===== src/rtl/seg7_scan_mux.sv =====
// Multiplexed N-digit 7-segment driver: shadow-latched hex word, one digit per scan slot,
// with leading-zero blanking, per-digit blink, decimal points and selectable polarities.
module seg7_scan_mux #(
   parameter int unsigned NUM_DIGITS   = 4,
   parameter int unsigned SCAN_DIV     = 50000,
   parameter int unsigned BLINK_FRAMES = 64,
   parameter bit          DIG_ACT_LOW  = 1'b1
) (
   input  logic                      clk,
   input  logic                      rst_n,
   input  logic                      com,
   input  logic                      enb,
   input  logic                      load,
   input  logic [4*NUM_DIGITS-1:0]   dat,
   input  logic [NUM_DIGITS-1:0]     dp_in,
   input  logic [NUM_DIGITS-1:0]     blink_mask,
   input  logic                      blank_lz,
   output logic [6:0]                seg_out,
   output logic                      dp_out,
   output logic [NUM_DIGITS-1:0]     dig_sel
);

   localparam int unsigned PW = (SCAN_DIV > 1)     ? $clog2(SCAN_DIV)     : 1;
   localparam int unsigned IW = (NUM_DIGITS > 1)   ? $clog2(NUM_DIGITS)   : 1;
   localparam int unsigned FW = (BLINK_FRAMES > 1) ? $clog2(BLINK_FRAMES) : 1;

   localparam logic [PW-1:0] PRESC_MAX = PW'(SCAN_DIV - 1);
   localparam logic [IW-1:0] IDX_MAX   = IW'(NUM_DIGITS - 1);
   localparam logic [FW-1:0] FRAME_MAX = FW'(BLINK_FRAMES - 1);

   logic [PW-1:0]             presc_q, presc_d;
   logic [IW-1:0]             idx_q, idx_d;
   logic [FW-1:0]             frame_q, frame_d;
   logic                      phase_q, phase_d;
   logic [4*NUM_DIGITS-1:0]   dat_q, dat_d;
   logic [NUM_DIGITS-1:0]     dp_q, dp_d;
   logic [NUM_DIGITS-1:0]     blink_q, blink_d;
   logic [6:0]                seg_q, seg_d;
   logic                      dpo_q, dpo_d;
   logic [NUM_DIGITS-1:0]     dig_q, dig_d;

   logic                      tick;
   logic [3:0]                nib;
   logic                      dp_sel, blink_sel, lz_hit, zero_above, hard_blank, dp_lit;
   logic [6:0]                segs_low;
   logic [NUM_DIGITS-1:0]     onehot;

   function automatic logic [6:0] hex_seg(input logic [3:0] n);
      logic [6:0] s;
      case (n)
         4'h0: s = 7'h40;
         4'h1: s = 7'h79;
         4'h2: s = 7'h24;
         4'h3: s = 7'h30;
         4'h4: s = 7'h19;
         4'h5: s = 7'h12;
         4'h6: s = 7'h02;
         4'h7: s = 7'h78;
         4'h8: s = 7'h00;
         4'h9: s = 7'h10;
         4'hA: s = 7'h08;
         4'hB: s = 7'h03;
         4'hC: s = 7'h46;
         4'hD: s = 7'h21;
         4'hE: s = 7'h06;
         default: s = 7'h0E;
      endcase
      return s;
   endfunction

   always_comb begin
      tick    = (presc_q == PRESC_MAX);
      presc_d = tick ? '0 : presc_q + 1'b1;
      idx_d   = idx_q;
      frame_d = frame_q;
      phase_d = phase_q;
      if (tick) begin
         idx_d = (idx_q == IDX_MAX) ? '0 : idx_q + 1'b1;
         if (idx_q == IDX_MAX) begin
            frame_d = (frame_q == FRAME_MAX) ? '0 : frame_q + 1'b1;
            if (frame_q == FRAME_MAX) phase_d = ~phase_q;
         end
      end

      dat_d   = load ? dat        : dat_q;
      dp_d    = load ? dp_in      : dp_q;
      blink_d = load ? blink_mask : blink_q;

      // idx_q is the digit shown from this tick on; the scan from the top tracks
      // whether every nibble at and above it is zero.
      nib        = 4'h0;
      dp_sel     = 1'b0;
      blink_sel  = 1'b0;
      lz_hit     = 1'b0;
      zero_above = 1'b1;
      onehot     = '0;
      for (int i = int'(NUM_DIGITS) - 1; i >= 0; i--) begin
         zero_above = zero_above & (dat_q[4*i +: 4] == 4'h0);
         if (idx_q == IW'(i)) begin
            nib       = dat_q[4*i +: 4];
            dp_sel    = dp_q[i];
            blink_sel = blink_q[i];
            lz_hit    = zero_above && (i != 0);
            onehot[i] = enb;
         end
      end

      hard_blank = !enb || (blink_sel && phase_q);
      segs_low   = (hard_blank || (blank_lz && lz_hit)) ? 7'h7F : hex_seg(nib);
      dp_lit     = dp_sel && !hard_blank;

      seg_d = seg_q;
      dpo_d = dpo_q;
      dig_d = dig_q;
      if (tick) begin
         seg_d = com ? segs_low : ~segs_low;
         dpo_d = com ? ~dp_lit : dp_lit;
         dig_d = DIG_ACT_LOW ? ~onehot : onehot;
      end
   end

   always_ff @(posedge clk) begin
      if (!rst_n) begin
         presc_q <= '0;
         idx_q   <= '0;
         frame_q <= '0;
         phase_q <= 1'b0;
         dat_q   <= '0;
         dp_q    <= '0;
         blink_q <= '0;
         seg_q   <= 7'h7F;
         dpo_q   <= 1'b1;
         dig_q   <= {NUM_DIGITS{DIG_ACT_LOW}};
      end else begin
         presc_q <= presc_d;
         idx_q   <= idx_d;
         frame_q <= frame_d;
         phase_q <= phase_d;
         dat_q   <= dat_d;
         dp_q    <= dp_d;
         blink_q <= blink_d;
         seg_q   <= seg_d;
         dpo_q   <= dpo_d;
         dig_q   <= dig_d;
      end
   end

   assign seg_out = seg_q;
   assign dp_out  = dpo_q;
   assign dig_sel = dig_q;

endmodule


===== config.mk =====
export PLATFORM = sky130hd
export DESIGN_NAME = seg7_scan_mux
export DESIGN_NICKNAME = d
export VERILOG_FILES = /design/src/rtl/seg7_scan_mux.sv
export SDC_FILE = /design/constraint.sdc
export NUM_CORES = 1
export LEC_CHECK = 0
export ABC_AREA = 1
export BUFFER_PORTS_ARGS = -buffer_cell sky130_fd_sc_hd__buf_2
export CELL_PAD_IN_SITES_DETAIL_PLACEMENT = 1
export CELL_PAD_IN_SITES_GLOBAL_PLACEMENT = 1
export CORE_MARGIN = 1.5
export CORE_UTILIZATION = 42
export DETAILED_ROUTE_END_ITERATION = 12
export PLACE_DENSITY = 0.8
export SLEW_MARGIN = 20
export SYNTH_ARGS = -nofsm -noshare
export SYNTH_HDL_FRONTEND = slang
export SYNTH_SLANG_ARGS = --single-unit

===== constraint.sdc =====
create_clock -name clk -period 2.35 [get_ports clk]
set_input_delay 0.1175 -clock clk [delete_from_list [all_inputs] [get_ports clk]]
set_output_delay 0.1175 -clock clk [all_outputs]
set_load 0.05 [all_outputs]

==> impl_metrics.py <==
metrics = {
    "power_and_ir_drop": {
        "power_mw": 2.16,
        "power_frac_comb_pct": 10.1,
        "power.share.sequential_pct": 50.5,
        "switchingPower_uw": 571,
        "ir_drop_v": 0.000302,
        "swShare_pct": 26.5,
        "leakage_nw": 1.63,
        "p_clk_share_pct": 39.4,
        "pwr_density_cell_nw_per_um2": 549,
        "power.internal_mw": 1.59,
    },
    "global_routing": {
        "grt_pass1_vias": 3334,
        "track_usage_pct": 22.8,
        "grt_max_degree": 31,
        "grt_overflow": 0,
        "antenna_found_initial": 0,
        "grt_pass1_wl_um": 15400,
    },
    "routing": {
        "via_per_inst": 5.10,
        "drt_iter0_markers": 99,
        "totalWireLength_um": 8810,
        "drcViolationCount": 0,
        "dr.pass1.iters": 4,
        "antenna_left": 0,
        "num_vias": 3206,
        "met1_length_um": 4110,
        "dr_wl_met2_um": 4240,
        "met3_length_um": 282,
        "routed.top_layer": "met4",
        "wire_per_inst_um": 14.0,
    },
    "yosys": {
        "synth_cells": 469,
        "ys_warn_count": 0,
        "yosysTopAreaCellShare_pct": 36.8,
        "ys_seq_elements": 61,
        "syn_avg_cell_area_um2": 7.07,
        "synth_area_leaders": "dfxtp_1 37%, nand2_1 10%, nor2_1 7.7%, nand3_1 6.9%, a21oi_1 5.7%",
        "synth_cell_types": 39,
        "synth-async-reset-ratio_pct": 0,
        "yosys.area.top_type": "dfxtp_1",
        "synth.most_common_cell": "nand2_1",
        "synth_ff_type": "dfxtp_1",
        "synth_area_um2": 3310,
        "netlist_top_cells_count": "89 x nand2_1, 68 x nor2_1, 61 x dfxtp_1, 46 x nand3_1, 45 x inv_1",
        "synth-edff-count": 0,
        "ys_seq_area_share_pct": 36.8,
        "syn-num-nets": 511,
    },
    "critical_path": {
        "path_cells": "inv_1 -> ha_4 -> inv_4 -> buf_4 -> nor2_1 -> inv_1 -> nand2_2 -> ha_1 -> nand3_1 -> nand3_1 -> nand3_1 -> nand2_1 -> nand3_1 -> nand2_1",
        "ff2ff_path_depth": 14,
        "worstPathRequired_ns": 2.58,
        "path_depth": 14,
        "cp_common_cell": "nand3_1",
        "critPathLaunchType": "flop",
        "critPathSlowestCell": "dfxtp_2",
        "path_class": "reg2reg",
        "worst_ep_arrival_time_ns": 2.42,
        "cp_num_buf_inv": 4,
        "cp_top_family": "simple AND/OR/NAND/NOR gates",
        "cpPeakStageDelay_ns": 0.35,
        "crit_path_max_fanout": 7,
        "endpoint_kind": "flop",
    },
    "timing": {
        "finalCriticalPeriod_ns": 2.18,
        "finalCritPeriodShare_pct": 92.9,
        "finalHoldViolations": 0,
        "worst_slew_pin_slew_ns": 0.777,
        "report.final.slew_viol_count": 0,
        "fmax_ghz": 0.458,
        "tns_ns": 0,
        "setup_violations": 0,
        "skew_ns": 0.0108,
        "slew-limit-headroom_pct": 48.1,
    },
    "final_layout": {
        "fillCellCount": 1026,
        "nNetsFinal": 564,
        "insertedDiodeCount": 0,
        "area_delta_synth_final_pct": 18.6,
        "multi_input_area_um2": 1860,
        "layout-drive-gt1-share_pct": 20.7,
        "seq_area_um2": 1220,
    },
    "floorplanning": {
        "die_y_um": 91.8,
        "dieArea_um2": 8430,
        "initial_core_util_pct": 43.1,
        "die_w_um": 91.8,
        "coreArea_um2": 7690,
        "boundaryPins": 42,
        "rows": 32,
    },
    "place": {
        "dp_hpwl_um": 6780,
        "gp_congestion": 0.938,
        "io_buffers": 41,
    },
    "clock_network": {
        "clock-sinks": 61,
        "cts_tree": "done",
        "cts-htree-levels": 3,
        "post_cts_buffers": 0,
        "clkTransAtPathRegs_ns": 0.07,
        "cts_buffers": 9,
        "clockBufferDepth": 2,
        "cts_root_buf": "clkbuf_8",
        "clock_latency_ns": 0.35,
    },
    "min_path": {
        "holdPathStages": 3,
        "worstHoldPathType": "in2reg",
    },
    "run_status": {
        "status": "complete, no violations",
    },
    "flow_run": {
        "maxCapViolations": 0,
    },
}
## flip-flops by register name, summed over array words and instances, names as in the netlist
name and flops:
frame_q 6, phase_q 1, dp_out 1, presc_q 16
idx_q 2, blink_q 4, dat_q 16, dig_sel 4
dp_q 4, seg_out 7
## power groups by stage
stage / logic, mW / registers, mW / clock network [mW]
detailed placement: 0.207 / 1.11 / 0
global route: 0.249 / 1.09 / 0.922
floorplan: 0.143 / 1.10 / 0
CTS: 0.218 / 1.09 / 0.869
global placement: 0.198 / 1.11 / 0
finish: 0.217 / 1.09 / 0.850
## routing by layer
| metal | vias to the layer above | global-route usage, % |
|---|---|---|
| li1 | 1640 | - |
| met1 | 1496 | 28.2 |
| met2 | 53 | 39.0 |
| met3 | 17 | 4.81 |
| met4 | 0 | 8.21 |
| met5 | - | 0 |
## final cells by class
cell class	instances	area share, %
clock inverter	4	0.573
inverter	49	4.74
tap	102	3.25
clock buffer	12	3.95
sequential	61	31.1
multi-input combinational	342	47.3
timing repair buffer	59	9.10
## placed cells by master (no fill, tap or decap), types with 2 or more instances in the layout
cell,n
nor2_2,2
a21oi_2,4
nand2_2,7
dfxtp_2,2
nand3_1,46
o21ai_0,32
nand2_1,87
ha_1,9
clkbuf_8,11
clkinv_2,3
nor2_1,68
buf_4,11
xor2_1,3
a21oi_1,36
inv_1,44
a41oi_1,3
nor3_1,5
nor3b_2,2
nand3_2,5
nor2_4,3
dfxtp_1,59
dlygate4sd3_1,7
or2_2,2
buf_2,41
nand4_1,10
inv_2,4
nand3b_1,2
ha_4,3
## worst paths after layout
check	to	from	slack, ns
setup / recovery	seg_out[3]$_SDFFE_PN1N_	idx_q[1]$_SDFFE_PN0N_	0.17
hold / removal	dat_q[4]$_SDFFE_PN0P_	dat[4]	0.002
setup reg to reg	seg_out[3]$_SDFFE_PN1N_	idx_q[1]$_SDFFE_PN0N_	0.17
hold reg to reg	dat_q[2]$_SDFFE_PN0P_	dat_q[2]$_SDFFE_PN0P_	0.46
## cells by family after synthesis
kind of cell,share of synthesized area (%)
AND/OR/NAND/NOR,35.5
AO/OA/AOI/OAI,13.4
buffers and inverters,8.61
flip-flops,36.8
adder cells (fa/ha/maj),4.53
XOR/XNOR,1.06
## worst reg2reg max path, stage by stage (launching register included)
cell     delay, ns
dfxtp_2       0.35
inv_1         0.16
ha_4          0.22
inv_4         0.04
buf_4         0.15
nor2_1        0.18
inv_1         0.08
nand2_2       0.13
ha_1          0.28
nand3_1       0.10
nand3_1       0.11
nand3_1       0.11
nand2_1       0.05
nand3_1       0.07
nand2_1       0.05
## metrics by stage
step | setup WS (ns) | hold WS, ns | util (%) | cells | instance area [um2]
2_1_floorplan | 0.346 | 0.226 | - | 469 | 3310
3_3_place_gp | 0.107 | 0.339 | 47.2 | 606 | 3630
3_5_place_dp | -0.0726 | 0.347 | 47.2 | 606 | 3630
4_1_cts | 0.00247 | 0.000272 | 50.5 | 629 | 3880
5_1_grt | -0.0201 | 0.0143 | 51.1 | 629 | 3930
6_report | 0.167 | 0.00222 | 51.1 | 629 | 3930
## repair_timing
action,CTS,global route
hold buffers,7,0
resized for setup,2,11
setup endpoints to repair,4,7
hold endpoints to repair,7,0
(Power assumes the default switching activity.)
